===== config.mk =====
export PLATFORM = sky130hd
export DESIGN_NAME = qeciphy_clk_mmcm_ctrl
export DESIGN_NICKNAME = d
export VERILOG_FILES = /design/src/rtl/qeciphy_pkg.sv /design/src/rtl/qeciphy_bit_sync.sv /design/src/rtl/qeciphy_clk_mmcm_ctrl.sv
export SDC_FILE = /design/constraint.sdc
export NUM_CORES = 1
export LEC_CHECK = 0
export CORE_MARGIN = 2
export CORE_UTILIZATION = 25
export DETAILED_ROUTE_END_ITERATION = 7
export PLACE_DENSITY_LB_ADDON = 0.08
export SETUP_SLACK_MARGIN = 0.02
export SLEW_MARGIN = 25
export SYNTH_ARGS = -nofsm -noshare
export SYNTH_HDL_FRONTEND = slang
export SYNTH_SLANG_ARGS = --single-unit

===== constraint.sdc =====
create_clock -name clk -period 2.8 [get_ports clk]
set_input_delay 0.7 -clock clk [delete_from_list [all_inputs] [get_ports clk]]
set_output_delay 0.7 -clock clk [all_outputs]
set_load 0.005 [all_outputs]

===== src/rtl/qeciphy_pkg.sv =====
// qeciphy_pkg: shared types and helpers for the QEC PHY clocking logic.
//   clk_ctrl_state_t : state encoding of the MMCM bring-up controller
//                      (exported on its debug `state` port).
//   cnt_width()      : bit width needed for a counter that must hold 0..v.
//   max_u()          : larger of two unsigned values.
package qeciphy_pkg;

    typedef enum logic [2:0] {
        IDLE     = 3'd0,
        RESET    = 3'd1,
        WAIT_CLK = 3'd2,
        SETTLE   = 3'd3,
        READY    = 3'd4,
        FAULT    = 3'd5
    } clk_ctrl_state_t;

    function automatic int unsigned max_u(input int unsigned a, input int unsigned b);
        return (a > b) ? a : b;
    endfunction

    // Never returns 0 so that a counter declared from it is always a legal vector.
    function automatic int unsigned cnt_width(input int unsigned v);
        return (v == 0) ? 1 : $clog2(v + 1);
    endfunction

endpackage


===== src/rtl/qeciphy_bit_sync.sv =====
// qeciphy_bit_sync: two-flop synchroniser for a single level signal.
//   clk : destination clock
//   rst : synchronous active-high reset, clears both stages
//   d   : asynchronous input
//   q   : synchronised output (2 clk cycles of latency)
module qeciphy_bit_sync (
    input  logic clk,
    input  logic rst,
    input  logic d,
    output logic q
);

    logic meta;

    always_ff @(posedge clk) begin
        if (rst) begin
            meta <= 1'b0;
            q    <= 1'b0;
        end else begin
            meta <= d;
            q    <= meta;
        end
    end

endmodule


===== src/rtl/qeciphy_clk_mmcm_ctrl.sv =====
// qeciphy_clk_mmcm_ctrl: bring-up and recovery sequencer for the MMCM.
// Runs on a free-running clock, pulses the MMCM reset, waits for the input
// clock to be present, lets the outputs settle, and re-issues reset when the
// input clock is lost.
//   clk               : free-running controller clock
//   rst               : synchronous active-high reset
//   enable            : request clocking; low forces IDLE and clears counts
//   input_clk_stopped : MMCM input-clock-lost flag (asynchronous)
//   mmcm_reset        : MMCM reset (registered)
//   clk_ready         : MMCM output clocks usable (registered)
//   fault             : retry budget exhausted (registered)
//   retry_count       : failed attempts since rst / enable low, saturating
//   state             : current FSM state, for debug
module qeciphy_clk_mmcm_ctrl
    import qeciphy_pkg::*;
#(
    parameter int unsigned RESET_PULSE_CYCLES = 16,
    parameter int unsigned SETTLE_CYCLES      = 4096,
    parameter int unsigned STOP_FILTER_CYCLES = 8,
    parameter int unsigned MAX_RETRIES        = 0
) (
    input  logic       clk,
    input  logic       rst,
    input  logic       enable,
    input  logic       input_clk_stopped,
    output logic       mmcm_reset,
    output logic       clk_ready,
    output logic       fault,
    output logic [7:0] retry_count,
    output logic [2:0] state
);

    localparam int unsigned TIMER_W = cnt_width(max_u(RESET_PULSE_CYCLES, SETTLE_CYCLES));
    localparam int unsigned FILT_W  = cnt_width(STOP_FILTER_CYCLES);
    localparam int unsigned FAIL_W  = cnt_width(MAX_RETRIES);

    localparam logic [TIMER_W-1:0] RESET_LAST  = TIMER_W'(RESET_PULSE_CYCLES - 1);
    localparam logic [TIMER_W-1:0] SETTLE_LAST = TIMER_W'(SETTLE_CYCLES - 1);
    localparam logic [FILT_W-1:0]  FILT_MAX    = FILT_W'(STOP_FILTER_CYCLES);
    localparam logic [FAIL_W-1:0]  FAIL_MAX    = FAIL_W'(MAX_RETRIES);

    // ------------------------------------------------------------------
    // Input conditioning
    // ------------------------------------------------------------------
    logic              stop_s;
    logic              stop_f;
    logic [FILT_W-1:0] filt_q;

    qeciphy_bit_sync u_stop_sync (
        .clk (clk),
        .rst (rst),
        .d   (input_clk_stopped),
        .q   (stop_s)
    );

    always_ff @(posedge clk) begin
        if (rst || !stop_s) begin
            filt_q <= '0;
        end else if (filt_q != FILT_MAX) begin
            filt_q <= filt_q + 1'b1;
        end
    end

    // Gated with stop_s so a stale saturated count cannot flag a loss on the
    // cycle the flag has already cleared.
    assign stop_f = stop_s && (filt_q == FILT_MAX);

    // ------------------------------------------------------------------
    // Sequencer
    // ------------------------------------------------------------------
    clk_ctrl_state_t     state_q, state_d;
    logic [TIMER_W-1:0]  timer_q, timer_d;
    logic [FAIL_W-1:0]   fail_q, fail_d;
    logic [7:0]          retry_q, retry_d;
    logic                fail_event;

    always_comb begin
        state_d    = state_q;
        timer_d    = timer_q;
        fail_d     = fail_q;
        retry_d    = retry_q;
        fail_event = 1'b0;

        if (!enable) begin
            state_d = IDLE;
            timer_d = '0;
            fail_d  = '0;
            retry_d = '0;
        end else begin
            unique case (state_q)
                IDLE: begin
                    state_d = RESET;
                    timer_d = '0;
                end
                RESET: begin
                    if (timer_q == RESET_LAST) begin
                        state_d = WAIT_CLK;
                        timer_d = '0;
                    end else begin
                        timer_d = timer_q + 1'b1;
                    end
                end
                WAIT_CLK: begin
                    if (!stop_s) begin
                        state_d = SETTLE;
                        timer_d = '0;
                    end else if (timer_q == SETTLE_LAST) begin
                        fail_event = 1'b1;
                    end else begin
                        timer_d = timer_q + 1'b1;
                    end
                end
                SETTLE: begin
                    // Loss outranks completion; a short blip only restarts.
                    if (stop_f) begin
                        fail_event = 1'b1;
                    end else if (stop_s) begin
                        timer_d = '0;
                    end else if (timer_q == SETTLE_LAST) begin
                        state_d = READY;
                        timer_d = '0;
                        fail_d  = '0;
                    end else begin
                        timer_d = timer_q + 1'b1;
                    end
                end
                READY: begin
                    if (stop_f) begin
                        fail_event = 1'b1;
                    end
                end
                FAULT: begin
                    state_d = FAULT;
                end
                default: begin
                    state_d = IDLE;
                    timer_d = '0;
                end
            endcase
        end

        if (fail_event) begin
            timer_d = '0;
            if (retry_q != 8'hFF) begin
                retry_d = retry_q + 8'd1;
            end
            if ((MAX_RETRIES != 0) && (fail_q == FAIL_MAX)) begin
                state_d = FAULT;
            end else begin
                state_d = RESET;
                if (MAX_RETRIES != 0) begin
                    fail_d = fail_q + 1'b1;
                end
            end
        end
    end

    // Outputs decode the next state so they move on the same edge as state.
    always_ff @(posedge clk) begin
        if (rst) begin
            state_q    <= IDLE;
            timer_q    <= '0;
            fail_q     <= '0;
            retry_q    <= '0;
            mmcm_reset <= 1'b1;
            clk_ready  <= 1'b0;
            fault      <= 1'b0;
        end else begin
            state_q    <= state_d;
            timer_q    <= timer_d;
            fail_q     <= fail_d;
            retry_q    <= retry_d;
            mmcm_reset <= (state_d == IDLE) || (state_d == RESET) || (state_d == FAULT);
            clk_ready  <= (state_d == READY);
            fault      <= (state_d == FAULT);
        end
    end

    assign retry_count = retry_q;
    assign state       = state_q;

endmodule


=== After elaboration in Yosys (flattened, before gate mapping) ===
Index checks and enable logic that the tools add are counted.

* Output and inout bits: 14
* Word-level logic and storage cells: 63
* Flip-flop bits (word level): 33
* Input bits: 4

* Bitwise logic cells: 2
* Reduce and logical (&&, ||, !) cells: 11
* Multiplexer cells: 23
* Equality and inequality tests: 15
* Add/subtract/negate cells: 3

{| class="wikitable"
|+ Operators by type and width
! operator !! number
|-
| $mux W13 || 6
|-
| $pmux W13 S4 || 1
|-
| $mux W8 || 3
|-
| $mux W3 || 7
|-
| $pmux W3 S6 || 1
|-
| $add A13 B1 Y13 const B || 1
|-
| $eq A13 B12 Y1 const B || 1
|-
| $eq A13 B4 Y1 const B || 1
|-
| $eq A3 B3 Y1 const B || 4
|-
| $add A8 B1 Y8 const B || 1
|-
| $ne A8 B8 Y1 const B || 1
|-
| $eq A3 B1 Y1 const B || 2
|-
| $eq A3 B2 Y1 const B || 2
|-
| $logic_not A3 Y1 || 2
|-
| $add A4 B1 Y4 const B || 1
|-
| $eq A4 B4 Y1 const B || 1
|-
| $mux W1 || 4
|-
| $ne A4 B4 Y1 const B || 1
|-
| $reduce_or A2 Y1 || 2
|-
| $logic_or A1 B1 Y1 || 3
|-
| $ne A3 B3 Y1 const B || 1
|-
| $reduce_and A3 Y1 || 1
|-
| $reduce_or A3 Y1 || 1
|-
| $ne A2 B2 Y1 const B || 1
|-
| other kinds (4) || 5
|}

=== Longest topological paths before layout ===
* Depth in word-level cells: 10
* Depth in mapped cells: 8
* Depth with buffers taken out: 7

=== Cells and area by module ===
From an unflattened synthesis, not the netlist that was laid out.

* Cells, all modules: 186
* Area, all modules: 1664.1 um^2

{| class="wikitable"
|+ By module, submodules not included
! module !! times used !! area each (um^2) !! sequential area each (um^2) !! cells an instance
|-
| qeciphy_clk_mmcm_ctrl || 1 || 1611.5 || 620.6 || 182
|-
| qeciphy_bit_sync || 1 || 52.6 || 40.0 || 4
|}

=== Worst setup path before layout ===
OpenSTA, ideal clock, no wires.

* Path kind: reg2reg
* From: reg filt_q[0]
* To: reg timer_q[5]
* Setup time: 0.115 ns
* Clock period less this slack: 1.766 ns
* Arrival time: 1.651 ns
* Required time: 2.685 ns
* Path buffers: 1
* Setup slack: 1.034 ns
* Cell stages (with the launch flop): 9
* Path through: dfxtp_1 inv_1 ha_1 and4b_1 a21o_1 buf_4 nor4b_2 xnor2_1 nor2_2

* Word-level cells in the longest chain between the ends: 6
* Elaborated cells on any way between the ends: 8
* Classes of those cells: eq/ne (2); mux (3); reduce/logical (3)

{| class="wikitable"
|+ RTL lines
! item !! line !! text
|-
| from (decl) || qeciphy_clk_mmcm_ctrl.sv:47 || <nowiki>logic [FILT_W-1:0] filt_q;</nowiki>
|-
| from (signal assigned) || qeciphy_clk_mmcm_ctrl.sv:60 || <nowiki>filt_q <= filt_q + 1'b1;</nowiki>
|-
| $eq A4 B4 Y1 (*) || qeciphy_clk_mmcm_ctrl.sv:66 || <nowiki>assign stop_f = stop_s && (filt_q == FILT_MAX);</nowiki>
|-
| $logic_and A1 B1 Y1 (*) || qeciphy_clk_mmcm_ctrl.sv:66 ||
|-
| $mux W1 || qeciphy_clk_mmcm_ctrl.sv:115, qeciphy_clk_mmcm_ctrl.sv:128 ||
|-
| $pmux W1 S2 || qeciphy_clk_mmcm_ctrl.sv:90 || <nowiki>unique case (state_q)</nowiki>
|-
| $mux W1 || qeciphy_clk_mmcm_ctrl.sv:84 || <nowiki>if (!enable) begin</nowiki>
|-
| $reduce_or A3 Y1 (no source line) || n/a ||
|-
| to (signal assigned) || qeciphy_clk_mmcm_ctrl.sv:170 || <nowiki>timer_q <= timer_d;</nowiki>
|-
| to (decl) || qeciphy_clk_mmcm_ctrl.sv:72 || <nowiki>logic [TIMER_W-1:0] timer_q, timer_d;</nowiki>
|}

Every way passes the cells marked *; elsewhere a longest branch is shown, timed or not.
A chain may end at the register's enable or synchronous reset.

=== Worst setup path in the final report ===
* From: reg state_q[1], in the netlist state[1]
* To: out state[1]

{| class="wikitable"
|+ RTL lines
! item !! line !! text
|-
| from (decl) || qeciphy_clk_mmcm_ctrl.sv:71 || <nowiki>clk_ctrl_state_t state_q, state_d;</nowiki>
|-
| from (signal assigned) || qeciphy_clk_mmcm_ctrl.sv:169 || <nowiki>state_q <= state_d;</nowiki>
|-
| to (decl) || qeciphy_clk_mmcm_ctrl.sv:30 || <nowiki>output logic [2:0] state</nowiki>
|}

No word-level cell between the ends.

==> flow_summary.yaml <==
run_status:
  status: "finished clean"
cts:
  cts_tree: "done"
  root_buffer: "clkbuf_8"
  clkTransAtPathRegs_ps: 70
  clkSinkCount: 33
  cts_max_level: 2
  cts_buffers: 5
  post_cts_buffers: 0
  worst_skew_pair.late_latency_ps: 280
  cts_buffer_depth: 2
  cts_resized: 0
  cts_hold_buf: 0
placed_design:
  dp_hpwl_um: 2810
  io_buffers: 17
  dp_cells: 298
  gp_congestion: 0.749
worst_setup_path:
  crit_path_end_kind: "output pin"
  criticalPathCategory: "flop to output pin"
  cp.depth: 1
  slowest_delay_ps: 590
  required_ps: 2100
  critPathLaunch: "state[1]"
  crit_fanout: 11
  critPathTopFamily: "buffers and inverters"
  slowest_stage: "clkdlybuf4s50_1"
  reg2reg_setup_slack_ps: 690
  cp_cell_sequence: "clkdlybuf4s50_1"
  critical_path_arrival_ps: 1430
  reg2reg_depth: 5
  reg2reg_from: "state[1]"
  path_buf_inv: 1
  r2r_end: "timer_q[11]"
  worstSetupStartpointType: "flop"
logic_synthesis:
  syn_nets: 202
  synth_xor_area_share_pct: 8.43
  yosys_warnings: 0
  ys_seq_area_share_pct: 37.4
  synthSimpleGateAreaFrac_pct: 31.7
  yosysTopAreaCell: "dfxtp_1"
  synth_edf_count: 0
  synth.distinct_cells: 53
  synth_area_mm2: 0.00177
  synth_compound_area_share_pct: 12.1
  netlist_top_cells_area: "dfxtp_1 (37%), xnor2_1 (7.4%), nor2_1 (6.0%)"
  avgSynthCellArea_um2: 9.10
  postSynthCellCount: 194
  synth_flop_cell: "dfxtp_1"
  ys_seq_elements: 33
  synth.mux.area_fraction_pct: 2.27
  synthArstFlopShare_pct: 0
  synthAdderAreaFrac_pct: 2.83
  synth_top_area_share_pct: 37.4
  synth_top_family_by_area: "simple AND/OR/NAND/NOR gates"
timing:
  layout_min_cycle_time_ps: 2130
  rsz0062_at_grt: "false"
  finalCritPeriodShare_pct: 76.0
  fin_skew_ps: 8.75
  setup_violations: 0
  slew_violations: 0
  hold_violations: 0
  tns_ps: 0
  fmax_ghz: 0.470
  worstMarginPinSlew_ps: 522
  slew_headroom_pct: 65.2
power:
  irDropWorstVdd_uv: 119
  p_total_uw: 830
  power.density_mw_per_mm2: 401
  leakagePower_uw: 0.000678
detailed_routing:
  drt_wl_total_um: 3800
  first_iter_violations: 83
  num_vias: 1447
  drc: 0
  first_pass_iters: 4
  postRouteAntennaNets: 0
  post_drt_wl_per_cell_um: 12.5
  post_drt_via_cell_ratio: 4.76
floorplan:
  die_width_um: 88.0
  row_count: 30
  die_h_um: 88.0
  io_pins: 18
  core_area_mm2: 0.00683
  dieArea_mm2: 0.00775
  initial_utilization_pct: 25.8
worst_hold_path:
  min_from: "u_stop_sync.meta"
  hold_path.class: "flop to flop"
  hold-path-cell-count: 1
  hold_end: "u_stop_sync.q"
cells_and_area:
  layout_commonest_cell: "dfxtp_1"
  antenna_cells: 0
  syn2layout_area_growth_pct: 17.3
  fillerInstances: 726
  utilization_pct: 30.3
  drive_gt1_share_pct: 11.5
  layout_common_cells: "dfxtp_1 (33), nor2_1 (28), clkdlybuf4s50_1 (17)"
  ff_latch_area_um2: 661
  multi_input_area_mm2: 0.00101
  instances_no_fill: 304
  nets: 217
global_routing:
  grt_pass1_wl_um: 6330
  grt_max_degree: 14
  first_global_vias: 1331
  antenna_found_initial: 0
  track_usage_pct: 10.5
  overflow: 0
job:
  maxCapViolCount: 0
[how the worst max path moves through the flow]
stage / to / slack [ps]
global placement: timer_q[11] / 600
CTS: state[1] / 650
finish: state[1] / 670
floorplan: timer_q[5] / 1030
global route: timer_q[11] / 490
detailed placement: timer_q[11] / 510
[registers in the layout (all words and copies together) (netlist names)]
signal	cells
state	3
u_stop_sync.q	1
timer_q	13
fault	1
clk_ready	1
filt_q	4
retry_count	8
u_stop_sync.meta	1
mmcm_reset	1
[cell usage after synthesis, types with 3 or more instances]
master and n:
dfxtp_1 33, nor2_1 28, xnor2_1 15, nand2_1 9, nand3_1 9, inv_1 7
nor3_1 6, buf_2 5, nor2b_1 5, a211oi_1 4, a21oi_1 4, ha_1 4
mux2i_1 4, nand4_1 4, nand2b_1 3, nor4_1 3, nor4_2 3
[layout make-up]
class                           instances  share of cell area, %
Clock buffer                            5                   3.32
Sequential cell                        33                   31.9
Timing Repair Buffer                   18                   8.58
Tap cell                               96                   5.80
Inverter                                7                   1.27
Multi-Input combinational cell        144                   48.9
Clock inverter                          1                  0.242
[per-stage QoR]
stage	cell area [um^2]	worst slack, ps	hold slack, ps
2_1_floorplan	1770	1030	414
3_3_place_gp	2000	605	430
3_5_place_dp	2000	515	431
4_1_cts	2070	649	446
5_1_grt	2070	487	469
6_report	2070	672	443
[where the power goes]
part           switching (uW)  total [uW]  internal [uW]
Combinational            11.8        23.8           11.9
Clock                     168         332            163
Sequential               2.41         475            472
Total                     183         830            648
[per-layer routing]
layer / vias up / track usage, % / wire (um)
met1: 681 / 14.4 / 1860
met4: 0 / 4.27 / 65
met2: 34 / 15.5 / 1670
met5: - / 0 / 0
met3: 6 / 3.11 / 203
li1: 726 / - / -
[kinds of logic after synthesis]
kind of cell / count (synthesis)
AOI/OAI and AO/OA: 27
xor gates and xnor gates: 17
adders and majority gates: 4
buffers and inverters: 17
DFF: 33
muxes: 4
and+or+nand+nor: 92
Power figures use the tool's default switching activity.
